`src/rtl/ggt_pkg.sv`:
```
// ggt_pkg: shared FSM state type and mode encodings for the GCD engine.
package ggt_pkg;
  typedef enum logic [1:0] {IDLE, CALC, DONE} state_t;
  localparam logic MODE_EUCLID = 1'b0;
  localparam logic MODE_STEIN = 1'b1;
endpackage

```
`src/rtl/ggt_step.sv`:
```
// ggt_step: combinational single-step GCD datapath (Euclid or Stein rule).
// In:  a, b (operands), k (Stein shift count), mode (0 Euclid, 1 Stein).
// Out: a_nxt, b_nxt, k_nxt (next values), done (a or b is zero), res (final gcd).
module ggt_step
  import ggt_pkg::*;
#(
  parameter int W = 16,
  parameter int CW = 5
) (
  input  logic [W-1:0]  a,
  input  logic [W-1:0]  b,
  input  logic [CW-1:0] k,
  input  logic          mode,
  output logic [W-1:0]  a_nxt,
  output logic [W-1:0]  b_nxt,
  output logic [CW-1:0] k_nxt,
  output logic          done,
  output logic [W-1:0]  res
);
  logic stein, ge, ea, eb;
  logic [W-1:0] base;
  always_comb begin
    stein = mode == MODE_STEIN;
    ge = a >= b;
    ea = ~a[0];
    eb = ~b[0];
    done = a == '0 || b == '0;
    base = a == '0 ? b : a;
    res = stein ? base << k : base;
    a_nxt = stein ? (ea ? a >> 1 : eb ? a : ge ? (a - b) >> 1 : a) : (ge ? a - b : a);
    b_nxt = stein ? (eb ? b >> 1 : ea ? b : ge ? b : (b - a) >> 1) : (ge ? b : b - a);
    k_nxt = stein && ea && eb ? k + CW'(1) : k;
  end
endmodule

```
`src/rtl/ggt_engine.sv`:
```
// ggt_engine: parametrised GCD engine (Euclid/Stein) with start/busy/valid handshake.
// In:  clk, rst_i (async, active-high), start_i, mode_i, Zahl1_i, Zahl2_i.
// Out: busy_o, valid_o, ergebnis_o, iter_o (step counter, only with GGT_ITER_CNT_EN).
module ggt_engine
  import ggt_pkg::*;
#(
  parameter int W = 16
) (
  input  logic         clk,
  input  logic         rst_i,
  input  logic         start_i,
  input  logic         mode_i,
  input  logic [W-1:0] Zahl1_i,
  input  logic [W-1:0] Zahl2_i,
  output logic         busy_o,
  output logic         valid_o,
  output logic [W-1:0] ergebnis_o
`ifdef GGT_ITER_CNT_EN
  ,
  output logic [W-1:0] iter_o
`endif
);
  localparam int CW = $clog2(W + 1);
  state_t state, state_nxt;
  logic [W-1:0] a, b, a_nxt, b_nxt, res;
  logic [CW-1:0] k, k_nxt;
  logic mode, done, accept;
  ggt_step #(.W(W), .CW(CW)) u_step (
    .a(a), .b(b), .k(k), .mode(mode),
    .a_nxt(a_nxt), .b_nxt(b_nxt), .k_nxt(k_nxt), .done(done), .res(res)
  );
  always_comb begin
    accept = start_i && state != CALC;
    state_nxt = accept ? CALC : (state == CALC && done) ? DONE : state;
  end
  // busy/valid are flops fed from the next state so they change on the same edge as state
  always_ff @(posedge clk or posedge rst_i) begin
    if (rst_i) begin
      state <= IDLE;
      busy_o <= 1'b0;
      valid_o <= 1'b0;
    end else begin
      state <= state_nxt;
      busy_o <= state_nxt == CALC;
      valid_o <= state_nxt == DONE;
    end
  end
  always_ff @(posedge clk or posedge rst_i) begin
    if (rst_i) begin
      a <= '0;
      b <= '0;
      k <= '0;
      mode <= MODE_EUCLID;
      ergebnis_o <= '0;
    end else if (accept) begin
      a <= Zahl1_i;
      b <= Zahl2_i;
      k <= '0;
      mode <= mode_i;
    end else if (state == CALC) begin
      if (done) ergebnis_o <= res;
      else begin
        a <= a_nxt;
        b <= b_nxt;
        k <= k_nxt;
      end
    end
  end
`ifdef GGT_ITER_CNT_EN
  always_ff @(posedge clk or posedge rst_i) begin
    if (rst_i) iter_o <= '0;
    else if (accept) iter_o <= '0;
    else if (state == CALC && !done) iter_o <= iter_o + W'(iter_o != '1);
  end
`endif
endmodule

```
`config.mk`:
```
export PLATFORM = sky130hd
export DESIGN_NAME = ggt_engine
export DESIGN_NICKNAME = d
export VERILOG_FILES = /design/src/rtl/ggt_pkg.sv /design/src/rtl/ggt_step.sv /design/src/rtl/ggt_engine.sv
export SDC_FILE = /design/constraint.sdc
export NUM_CORES = 1
export LEC_CHECK = 0
export CORE_ASPECT_RATIO = 0.9
export CORE_UTILIZATION = 30
export DETAILED_ROUTE_END_ITERATION = 8
export SLEW_MARGIN = 20
export SYNTH_ARGS = -nofsm -noshare
export SYNTH_HDL_FRONTEND = slang
export SYNTH_SLANG_ARGS = --single-unit
```
`constraint.sdc`:
```
create_clock -name clk -period 3.87 [get_ports clk]
set_input_delay 0.774 -clock clk [delete_from_list [all_inputs] [get_ports clk]]
set_output_delay 0.774 -clock clk [all_outputs]
set_load 0.05 [all_outputs]
```
==> metrics.md <==
| Metric | Value |
|---|---|
| Site Rows | 47 |
| Routability Congestion | around 0.96 |
| Share of layout cells above drive strength 1 | 0.102 |
| Seq/Total Area, Yosys | 0.258 |
| Hold EP | ergebnis_o[5]$_DFFE_PP0P_ |
| Residual DRC | 0 |
| R2r setup slk | between 0.4 and 0.5 ns |
| Routed wire per std cell | between 20 and 25 um |
| Critical Path RT | roughly 4.1 ns |
| Clk Latency, worst-skew pair | about 0.35 ns |
| Synth-to-Final Area Change | 19.4% |
| Cells along the critical path | clkinv_1, ha_1, fa_1, o21ai_0, o41ai_1, o221ai_1, xnor2_1, o211a_1, o22a_1, a21oi_1 |
| Largest net degree at the start of global routing | 48 |
| Worst path arrival time | 3.72 ns |
| Root buf cell | clkbuf_16 |
| Fin crit share | 0.895 |
| Crit Path Max Fanout | 12 |
| Mean post-synth cell area | ~8.2 um2 |
| Reg2Reg Depth | 10 |
| Period minus WS final | 3.46 ns |
| Diode count | 0 |
| Initial drt markers | roughly 640 |
| Share of flip-flops with an asynchronous set or reset | 1.00 |
| Primary FF master, synth | dfrtp_1 |
| Fin nets | 784 |
| Final Slew Violations | 0 |
| Synth warn | 0 |
| Die H | between 100 and 150 um |
| Max cap viols | 0 |
| Post-Synthesis Cell Area | 5620 um2 |
| Post-route cell area | around 6700 um2 |
| Resized Gates After CTS | 0 |
| Critical path class | flip-flop to flip-flop |
| DRT Wirelength | around 20000 um |
| First-pass GRT wire length | 31600 um |
| Syn nets | roughly 750 |
| Clock sink count | 58 |
| Io pins | 54 |
| Slew @ Worst Pin | a little under 1 ns |
| TritonRoute pass-1 iters | 5 |
| Clock transition at the registers of the reported paths | 0.06 ns |
| Crit path largest cell delay | roughly 0.58 ns |
| Final Setup Violations | 0 |
| Post-Synthesis Cells | 683 |
| Crit. End Element | flip-flop |
| Vias in the first global route | roughly 5.3k |
| # H-tree levels | 3 |
| Post-route ant nets | 0 |
| Starting Density | 0.306 |
| Slowest-stage cell, CP | dfrtp_1 |
| Setup Fix Bufs, Post-CTS | 0 |
| Initial antenna violation count | 0 |
| Reg-to-reg startpoint | b[0]$_DFFE_PP0P_ |
| Max Clock Freq | slightly below 300 MHz |
| Inserted Clock Buffers | 9 |
| Hold Path Class | flip-flop to flip-flop |
| Final setup TNS | 0 ns |
| TritonCTS clock tree | yes |
| RSZ-0062 raised after global routing | no |
| Die Span X | about 150 um |
| GR Util All Layers | 0.211 |
| Final hold viol count | 0 |
| Number of distinct library cells after synthesis | 69 |
| Max clock buf depth | 2 |
| Dpl cell area | 6340 um2 |
| Die Area | 19300 um2 |
| Yosys reg bits | 58 |
| Hold Buf Count CTS | 0 |
| Core box area | approximately 18000 um2 |
| Final HPWL DP | 14800 um |
| Clock Skews | roughly 0.014 ns |
| FF-to-FF End | b[12]$_DFFE_PP0P_ |
| Number of flops mapped to enable cells by yosys | 0 |
| Remaining global-route overflow | 0 |
| Startpoint Class | flip-flop |
| Slew HR | 0.355 |
| Worst Hold Launch | ergebnis_o[5]$_DFFE_PP0P_ |
| Status | finished clean |
| Number of buffers inserted by port buffering | 53 |
| Via/cell ratio | 5.90 |
| Vias | about 5.7k |
| Hold Crit Depth | 2 |
[per-stage QoR]
step                      utilization  hold WS, ns  setup WS, ns  std cells
after global placement          0.346        0.464         0.639        948
final                           0.366        0.476         0.405        964
after detailed placement        0.346        0.470         0.527        948
after CTS                       0.366        0.483         0.500        964
after floorplan                     -        0.472         0.738        683
after global routing            0.366        0.499         0.251        964
[state kept, by name (all words and copies together) (netlist names)]
signal,flops
a,16
b,16
busy_o,1
ergebnis_o,16
k,5
mode,1
state,2
valid_o,1
[Yosys cell counts (all sizes together) (8+ instances only)]
library cell | instances | area share
a211oi | 14 | 0.020
a21o | 16 | 0.021
a21oi | 70 | 0.068
a221oi | 17 | 0.034
a2bb2oi | 8 | 0.012
buf | 24 | 0.027
clkbuf | 25 | 0.017
dfrtp | 58 | 0.26
ha | 32 | 0.071
inv | 37 | 0.025
mux2i | 20 | 0.036
nand2 | 50 | 0.033
nand2b | 8 | 0.0089
nor2 | 74 | 0.049
nor3 | 11 | 0.0098
nor4 | 9 | 0.010
o21a | 13 | 0.017
o21ai | 45 | 0.040
o221ai | 10 | 0.016
xnor2 | 16 | 0.025
xor2 | 13 | 0.020
[kinds of logic after synthesis]
| logic type | synth area share |
|---|---|
| adders and majority gates | 0.0783 |
| DFF | 0.258 |
| xor gates and xnor gates | 0.0452 |
| and+or+nand+nor | 0.152 |
| buffers and inverters | 0.0688 |
| muxes | 0.0777 |
| AOI/OAI and AO/OA | 0.319 |
[final cells by class]
| class | instances | area [um2] |
|---|---|---|
| sequential | 58 | 1450 |
| clock inverter | 5 | 125 |
| fill | 1909 | 11600 |
| tap | 245 | 307 |
| multi-input combinational | 538 | 3790 |
| clock buffer | 11 | 243 |
| inverter | 38 | 143 |
| timing repair buffer | 69 | 651 |
[metal layers]
metal | vias to the layer above | global-route usage | wire length [um]
met5 | - | 0 | 0
li1 | 2603 | - | -
met2 | 337 | 0.296 | 8000
met3 | 35 | 0.0502 | 2170
met1 | 2713 | 0.314 | 9100
met4 | 0 | 0.0700 | 450
[cells in the final DEF (no fill, tap or decap), types with 6 or more instances in the layout]
| cell | synthesis | final |
|---|---|---|
| o22ai_1 | 7 | 7 |
| nor4_1 | 9 | 9 |
| mux4_2 | 7 | 7 |
| a221oi_1 | 10 | 10 |
| buf_4 | 4 | 16 |
| a2bb2oi_1 | 8 | 8 |
| a21o_1 | 16 | 16 |
| mux2_2 | 7 | 7 |
| o221ai_1 | 10 | 10 |
| mux2i_1 | 20 | 20 |
| clkdlybuf4s50_1 | 0 | 53 |
| clkbuf_16 | 0 | 9 |
| xor2_1 | 13 | 13 |
| o21a_1 | 13 | 13 |
| a21oi_2 | 8 | 8 |
| nand2_1 | 50 | 50 |
| nand4_1 | 7 | 7 |
| a221oi_2 | 7 | 7 |
| dfrtp_1 | 58 | 57 |
| nor2_1 | 74 | 74 |
| xnor2_1 | 16 | 16 |
| o21ai_0 | 42 | 42 |
| or3_1 | 6 | 6 |
| a211oi_1 | 13 | 13 |
| o211ai_1 | 7 | 7 |
| nand2b_1 | 8 | 8 |
| a21oi_1 | 62 | 62 |
| inv_1 | 37 | 36 |
| ha_1 | 32 | 32 |
| nor3_1 | 11 | 10 |
[how the worst max path moves through the flow]
stage	start	end	slack (ns)
3_5_place_dp	b[0]$_DFFE_PP0P_	b[12]$_DFFE_PP0P_	0.53
2_1_floorplan	a[0]$_DFFE_PP0P_	a[12]$_DFFE_PP0P_	0.74
4_1_cts	b[0]$_DFFE_PP0P_	b[12]$_DFFE_PP0P_	0.50
5_1_grt	b[0]$_DFFE_PP0P_	b[12]$_DFFE_PP0P_	0.25
6_report	b[0]$_DFFE_PP0P_	b[12]$_DFFE_PP0P_	0.41
3_3_place_gp	b[0]$_DFFE_PP0P_	b[12]$_DFFE_PP0P_	0.64
[critical path: cells and delay by family (launching register included)]
kind            cells  cell delay, ns
xor+xnor            1            0.14
buf+inv             1            0.33
flops               1            0.58
fa+ha+maj           2            0.78
compound gates      6            1.55
Power is not shown: default switching activity piles up to over one toggle a cycle in this logic, so the estimate is an artifact.
